### src/rtl/axis_packet_arbiter.sv
// axis_packet_arbiter
//
// Round-robin, packet-wise arbiter that merges NUM_INPUTS AXI-Stream sources
// onto one AXI-Stream output. A grant is taken in IDLE and held in PASS until
// the beat carrying tlast transfers, so packets never interleave. The data
// path is purely combinational. Each packet costs one extra arbitration cycle.
//
// Optional build macro: AXIS_PACKET_ARBITER_TDEST_EN
//   When it is defined, the block adds axis_o_tdest, which carries the source
//   index during PASS and is 0 in IDLE.
//
// Parameters
//   AXIS_BYTES  tdata width in bytes
//   NUM_INPUTS  number of input streams (2..16)
//   IDX_W       source index width (derived)
//
// Ports
//   clk            clock, rising edge
//   sresetn        synchronous active-low reset
//   axis_i_tready  per-input ready (bit n = input n)
//   axis_i_tvalid  per-input valid
//   axis_i_tlast   per-input last
//   axis_i_tdata   concatenated input data, input n at slice n
//   axis_o_tready  output ready
//   axis_o_tvalid  output valid
//   axis_o_tlast   output last
//   axis_o_tdata   output data
//   axis_o_tdest   source index (only with AXIS_PACKET_ARBITER_TDEST_EN)
//   busy           high while a grant is held
//   grant_idx      current or most recent grant

module axis_packet_arbiter #(
  parameter  int AXIS_BYTES = 1,
  parameter  int NUM_INPUTS = 4,
  localparam int IDX_W      = (NUM_INPUTS > 1) ? $clog2(NUM_INPUTS) : 1
) (
  input  logic                               clk,
  input  logic                               sresetn,
  output logic [NUM_INPUTS-1:0]              axis_i_tready,
  input  logic [NUM_INPUTS-1:0]              axis_i_tvalid,
  input  logic [NUM_INPUTS-1:0]              axis_i_tlast,
  input  logic [NUM_INPUTS*AXIS_BYTES*8-1:0] axis_i_tdata,
  input  logic                               axis_o_tready,
  output logic                               axis_o_tvalid,
  output logic                               axis_o_tlast,
  output logic [AXIS_BYTES*8-1:0]            axis_o_tdata,
`ifdef AXIS_PACKET_ARBITER_TDEST_EN
  output logic [IDX_W-1:0]                   axis_o_tdest,
`endif
  output logic                               busy,
  output logic [IDX_W-1:0]                   grant_idx
);

  localparam int DATA_W = AXIS_BYTES * 8;

  typedef enum logic {
    IDLE = 1'b0,
    PASS = 1'b1
  } state_t;

  state_t                  state;
  state_t                  state_next;
  logic [NUM_INPUTS-1:0]   upper_mask;
  logic [NUM_INPUTS-1:0]   upper_req;
  logic [IDX_W-1:0]        pick;

  // Round-robin selection. Requests above the last grant have priority. If
  // none are pending, the search wraps to the lowest valid index. Both scans
  // run from high to low, so the lowest set index is the one kept.
  always_comb begin : arb_comb
    // NOTE: every signal driven here gets a default first, so no path leaves it unassigned and no latch is inferred.
    upper_mask = '0;
    pick       = '0;
    for (int n = 0; n < NUM_INPUTS; n++) begin
      upper_mask[n] = (IDX_W'(n) > grant_idx);
    end
    upper_req = axis_i_tvalid & upper_mask;
    for (int n = NUM_INPUTS - 1; n >= 0; n--) begin
      if (axis_i_tvalid[n]) pick = IDX_W'(n);
    end
    for (int n = NUM_INPUTS - 1; n >= 0; n--) begin
      if (upper_req[n]) pick = IDX_W'(n);
    end
  end

  // State register.
  always_ff @(posedge clk) begin : state_reg
    // NOTE: reset is sampled only on the clock edge. There is no asynchronous path, so sresetn is ordinary synchronous logic.
    if (!sresetn) begin
      // NOTE: registered state takes non-blocking assignments, so every flop samples values from before the edge.
      state <= IDLE;
    end else begin
      state <= state_next;
    end
  end

  // The grant is latched only when leaving IDLE. It then stays fixed for the
  // whole packet, even if the granted source drops tvalid partway through.
  always_ff @(posedge clk) begin : grant_reg
    if (!sresetn) begin
      grant_idx <= IDX_W'(NUM_INPUTS - 1);
    end else if (state == IDLE && |axis_i_tvalid) begin
      grant_idx <= pick;
    end
  end

  // Next-state logic.
  always_comb begin : next_state_comb
    state_next = state;
    case (state)
      IDLE:    if (|axis_i_tvalid) state_next = PASS;
      PASS:    if (axis_o_tvalid && axis_o_tready && axis_o_tlast) state_next = IDLE;
      default: state_next = IDLE;
    endcase
  end

  // Output logic. This is a zero-latency pass-through of the granted input.
  always_comb begin : out_comb
    axis_o_tvalid = 1'b0;
    axis_o_tlast  = 1'b0;
    axis_o_tdata  = '0;
    axis_i_tready = '0;
    busy          = (state == PASS);
    if (state == PASS) begin
      for (int n = 0; n < NUM_INPUTS; n++) begin
        if (grant_idx == IDX_W'(n)) begin
          axis_o_tvalid    = axis_i_tvalid[n];
          axis_o_tlast     = axis_i_tlast[n];
          axis_o_tdata     = axis_i_tdata[n*DATA_W +: DATA_W];
          axis_i_tready[n] = axis_o_tready;
        end
      end
    end
  end

`ifdef AXIS_PACKET_ARBITER_TDEST_EN
  assign axis_o_tdest = (state == PASS) ? grant_idx : '0;
`endif

endmodule

### config.mk
export PLATFORM = sky130hd
export DESIGN_NAME = axis_packet_arbiter
export DESIGN_NICKNAME = d
export VERILOG_FILES = /design/src/rtl/axis_packet_arbiter.sv
export SDC_FILE = /design/constraint.sdc
export NUM_CORES = 1
export LEC_CHECK = 0
export BUFFER_PORTS_ARGS = -buffer_cell sky130_fd_sc_hd__buf_2
export CORE_MARGIN = 5
export CORE_UTILIZATION = 30
export DETAILED_ROUTE_END_ITERATION = 10
export GPL_TIMING_DRIVEN = 1
export HOLD_SLACK_MARGIN = 0.15
export PLACE_DENSITY = 0.73
export SETUP_SLACK_MARGIN = 0.02
export SYNTH_ARGS = -nofsm -noshare
export SYNTH_HDL_FRONTEND = slang
export SYNTH_SLANG_ARGS = --single-unit
### constraint.sdc
create_clock -name clk -period 4.4 [get_ports clk]
set_input_delay 0.88 -clock clk [delete_from_list [all_inputs] [get_ports clk]]
set_output_delay 0.88 -clock clk [all_outputs]
set_load 0.02 [all_outputs]
==> results of run 1 <==
cell usage after synthesis (2+ instances only):
library cell  number
and2_1            10
buf_6              2
dfxtp_1            3
inv_1              2
mux4_1             7
mux4_2             3
nand2_1            3
nand2b_1           2
nand3_1            2
nor2_1             3
nor3b_1            2
o21ai_0            2
layout by cell type, fill, tap and decap left out, drive strengths merged, types with 2 or more instances in the layout:
cell type,count
and2,10
buf,59
clkbuf,4
dfxtp,3
inv,2
mux4,10
nand2,3
nand2b,2
nand3,2
nor2,3
nor3b,2
o21ai,2
cells by family after synthesis:
family	share of synthesized area
mux	0.437
simple gates	0.283
flops	0.104
compound gates	0.0826
buf+inv	0.0935
critical path, delay by kind of cell (launching register included):
kind,cells,cell delay [ns]
multiplexers,1,0.63
AND/OR/NAND/NOR,1,0.16
buffers and inverters,1,0.15
flip-flops,1,0.81
power by group through the flow:
stage          registers, W  clock network, W   logic, W
2_1_floorplan     0.0000364                 0  0.0000733
3_3_place_gp      0.0000450                 0  0.0000943
3_5_place_dp      0.0000456                 0  0.0000966
4_1_cts           0.0000453         0.0000483  0.0000968
5_1_grt           0.0000471         0.0000506   0.000103
6_report          0.0000448         0.0000469  0.0000958
per-stage QoR:
step           total power (W)  hold WS [ns]
6_report              0.000187         0.783
3_5_place_dp          0.000142         0.772
4_1_cts               0.000190         0.783
3_3_place_gp          0.000139         0.763
2_1_floorplan         0.000110         0.677
5_1_grt               0.000201         0.849
final cells by class:
cell class | instances | area (um2)
inverter | 2 | 7.51
multi-input combinational | 45 | 462
timing repair buffer | 59 | 295
fill | 190 | 901
clock buffer | 4 | 26.3
sequential | 3 | 60.1
tap | 25 | 31.3
routing by layer:
metal  vias to the layer above  track usage  routed length [um]
met1                       310        0.134                 677
li1                        337            -                   -
met2                        42        0.238                 969
met4                         0       0.0383                   0
met3                         0       0.0194                 209
met5                         -            0                   0
state kept, by name (all words and copies together), names as in the netlist:
| name | cells |
|---|---|
| grant_idx | 2 |
| busy | 1 |
final timing paths:
path	start	to	slack [ns]	cells after the start
setup / recovery	grant_idx[0]$_SDFFE_PN1P_	axis_o_tdata[6]	1.53	3
hold / removal	busy$_SDFF_PN0_	busy$_SDFF_PN0_	0.78	2
hold reg to reg	busy$_SDFF_PN0_	busy$_SDFF_PN0_	0.78	2
setup reg to reg	grant_idx[0]$_SDFFE_PN1P_	busy$_SDFF_PN0_	2.67	3
==> run_results.csv, run 1 <==
group,metric,value,unit
placed_design,place_area,856,um2
cts,cts_resized,0,
power_and_ir_drop,swShare,0.365,
routing,drc_errors,0,
power_and_ir_drop,clockPowerShare,0.250,
power_and_ir_drop,p_leak,0.477,nW
power_and_ir_drop,p_sw,0.0000684,W
sta,period_minus_slack,2.87,ns
synthesis,ys.warnings.count,0,
synthesis,avgSynthCellArea,10.5,um2
placed_design,gp_congestion,0.660,
placed_design,numPlacedInstances,134,
sta,drv_slew,0,
job,drv_cap,0,
setup_path,cp_slowest_cell,"dfxtp_1",
layout,syn2layout_area_growth,53.3,%
layout,nets,157,
synthesis,synthArstFlopShare,0,
sta,rsz0062_at_grt,"false",
sta,skew,0.000777,ns
status,status,"complete, no violations",
die,core-area,1780,um2
cts,clock_latency,0.23,ns
sta,setup_ws,1.53,ns
setup_path,critical_path_arrival,1.99,ns
layout,final_cell_area,882,um2
global_route,grt_overflow,0,
global_route,grt_usage,0.123,
power_and_ir_drop,power.internal,0.000119,W
layout,antenna_cells,0,
die,die_y,53.8,um
sta,fmax,349,MHz
die,io_pins,60,
routing,dr.pass1.iters,4,
worst_hold_path,holdCritPathClass,"reg2reg",
cts,post-cts-setup-buffers,0,
routing,viasPerCell,4.99,
routing,routedWlPerCell,13.4,um
die,fp.dieW,53.8,um
synthesis,synth-seq-cells,3,
cts,cts_hold_buf,0,
sta,setup_tns,0,ns
cts,cts_tree,"done",
layout,fin_cells,138,
global_route,grt_max_degree,21,
synthesis,syn_inst,55,
synthesis,ys.flop_type,"dfxtp_1",
die,initial_core_util,0.323,
global_route,grt_pass1_wl,2.73,mm
routing,final_antenna_net_count,0,
synthesis,synthesis.area,576,um2
cts,cts_sinks,3,
synthesis,seq_area_frac_synth,0.104,
placed_design,pre_cts_slack,1.73,ns
placed_design,numPortBuffers,59,
routing,first_iter_violations,7,
routing,num_vias,689,
setup_path,crit_chain,"mux4_1 -> and2_1 -> buf_2",
power_and_ir_drop,powerDensity,213,nW/um2
global_route,antenna_found_initial,0,
die,rows,15,
setup_path,start_kind,"register",
global_route,grt_pass1_vias,678,
placed_design,hpwl,1.54,mm
setup_path,critical-path-max-stage-delay,0.81,ns
sta,worstMarginPinSlew,0.772,ns
sta,hold_violations,0,
synthesis,synthTopCellsByArea,"mux4_1 32%, mux4_2 12%, and2_1 11%, dfxtp_1 10%, buf_6 3.9%",
synthesis,synth_edf_count,0,
synthesis,synth_top_cell_by_area,"mux4_1",
layout,fin_util,0.495,
cts,cts_buffer_depth,2,
power_and_ir_drop,irDropWorstVdd,0.0868,mV
setup_path,end_kind,"output port",
sta,finalSetupViolCount,0,
cts,cts.clk_slew.worst_paths,0.04,ns
power_and_ir_drop,comb_power_share,0.511,
sta,relSlewSlack,0.484,
setup_path,worstPathRequired,3.52,ns
sta,final.period_utilization,0.652,
cts,numCtsBuffers,3,
cts,h-tree-depth,1,
layout,drive_gt1_frac,0.584,
cts,cts_root_buf,"clkbuf_4",
synthesis,syn_nets,98,
setup_path,critPathKind,"reg2out",
synthesis,synth_top_area_frac,0.320,
routing,routed_wl,1.86,mm
synthesis,synth_cell_type_count,26,
die,design.die.area,2890,um2
setup_path,crit_path_max_fanout,19,
power_and_ir_drop,seqPwrFrac,0.239,
Note: power is estimated with default switching activity, not from simulation.
==> run 2, diff against run 1 <==
==> constraint.sdc (replaced) <==
create_clock -name clk -period 3 [get_ports clk]
set_input_delay 0.6 -clock clk [delete_from_list [all_inputs] [get_ports clk]]
set_output_delay 0.6 -clock clk [all_outputs]
set_load 0.02 [all_outputs]
==> run 2 against run 1 <==
Net effect:
- final area is 2.6% higher
- combinational power is 66% higher
- via count up 3.2%
- global-route usage rose by 1.0 points
- cell count grew 2.2%
- die area stayed put
- critical path depth is the same
- largest power group unchanged
- clock skew up 0.0021 ns
- clock-buffer cell count did not move
==> run_results.csv, run 2 (synthesized netlist as in run 1, its figures left out) <==
group,metric,value,unit
status,status,"complete, no violations",
worst_hold_path,hold_path_startpoint,"sresetn",
power_and_ir_drop,powerDensity,313,nW/um2
placed_design,numPlacedInstances,137,
sta,relSlewSlack,0.679,
cts,cts_sinks,3,
global_route,grt_max_degree,19,
layout,largest_reg_flops,2,
sta,setup_tns,0,ns
die,rows,15,
global_route,grt_pass1_wl,2.86,mm
routing,drc_errors,0,
setup_path,worstPathRequired,2.40,ns
sta,skew,0.00290,ns
cts,cts_root_buf,"clkbuf_4",
setup_path,cp-startpoint,"grant_idx[1]$_SDFFE_PN1P_",
layout,top_register,"grant_idx",
cts,clock_latency,0.23,ns
power_and_ir_drop,total_power,0.000283,W
global_route,antenna_found_initial,0,
layout,nets,160,
setup_path,crit_chain,"mux4_2 -> and2_1 -> buf_2",
cts,h-tree-depth,1,
setup_path,start_kind,"register",
die,fp.dieW,53.8,um
global_route,grt_overflow,0,
sta,rsz0062_at_grt,"false",
setup_path,critical_path_arrival,1.67,ns
global_route,grt_usage,0.133,
sta,hold_violations,0,
die,io_pins,60,
routing,first_iter_violations,28,
setup_path,crit_path_max_fanout,10,
layout,final_common_cell,"buf_2",
setup_path,critPathKind,"reg2out",
job,drv_cap,0,
layout,syn2layout_area_growth,57.2,%
placed_design,hpwl,1.62,mm
sta,fmax,440,MHz
layout,fin_cells,141,
cts,cts_buffer_depth,2,
sta,final.period_utilization,0.757,
die,core-area,1780,um2
sta,worstMarginPinSlew,0.476,ns
routing,viasPerCell,5.04,
worst_hold_path,holdCritPathClass,"in2reg",
global_route,grt_pass1_vias,698,
cts,cts.clk_slew.worst_paths,0.04,ns
cts,post-cts-setup-buffers,0,
routing,routedWlPerCell,13.5,um
routing,num_vias,711,
die,design.die.area,2890,um2
setup_path,cp_num_buf_inv,1,
cts,cts_resized,0,
die,initial_core_util,0.323,
placed_design,gp_congestion,0.657,
setup_path,end_kind,"output port",
power_and_ir_drop,p_leak,0.490,nW
routing,final_antenna_net_count,0,
sta,drv_slew,0,
routing,dr.pass1.iters,4,
placed_design,numPortBuffers,59,
power_and_ir_drop,irDropWorstVdd,0.124,mV
setup_path,critical-path-max-stage-delay,0.57,ns
sta,finalSetupViolCount,0,
layout,final_cell_mix,"59 x buf_2, 10 x and2_1, 7 x mux4_1",
cts,numCtsBuffers,3,
setup_path,cp_slowest_cell,"mux4_2",
setup_path,cp_top_family,"multiplexers",
layout,drive_gt1_frac,0.595,
cts,cts_hold_buf,0,
layout,antenna_cells,0,
setup_path,r2r-start,"grant_idx[1]$_SDFFE_PN1P_",
cts,cts_tree,"done",
sta,period_minus_slack,2.27,ns
die,die_y,53.8,um
routing,routed_wl,1.91,mm
run 2: cell count changes in the layout (fill, tap and decap cells not counted):
cell | previous run | this run
buf_4 | 0 | 3
run 2: final cells by class:
cell class,count,area [um2]
Sequential cell,3,60.1
Timing Repair Buffer,62,318
Fill cell,183,878
Tap cell,25,31.3
Clock buffer,4,26.3
Multi-Input combinational cell,45,462
Inverter,2,7.51
run 2: metal layers:
| metal | track usage | share of wire |
|---|---|---|
| met1 | 0.141 | 0.37 |
| met2 | 0.246 | 0.51 |
| met3 | 0.0249 | 0.11 |
| met4 | 0.0681 | 0.013 |
| met5 | 0 | 0 |
run 2: worst paths after layout:
path | end | slack, ns | depth (start not counted)
worst max register to register | busy$_SDFF_PN0_ | 1.56 | 3
worst min register to register | grant_idx[0]$_SDFFE_PN1P_ | 0.69 | 3
worst min-delay path | grant_idx[1]$_SDFFE_PN1P_ | 0.57 | 2
worst max-delay path | axis_o_tvalid | 0.73 | 3
run 2: where the power goes:
| part | internal, W | leakage (nW) | switching [W] |
|---|---|---|---|
| clock | 0.0000498 | 0.0150 | 0.0000207 |
| combinational | 0.0000858 | 0.450 | 0.0000729 |
| sequential | 0.0000442 | 0.0251 | 0.00000954 |
| total | 0.000180 | 0.490 | 0.000103 |
run 2: through the flow:
step                cell area [um2]  hold slack (ns)  utilization  worst slack, ns
global placement                878            0.677        0.493            0.902
CTS                             905            0.560        0.507            0.718
finish                          905            0.568        0.507            0.730
floorplan                       576            0.672            -            0.961
detailed placement              878            0.688        0.493            0.887
global route                    905            0.580        0.507            0.635
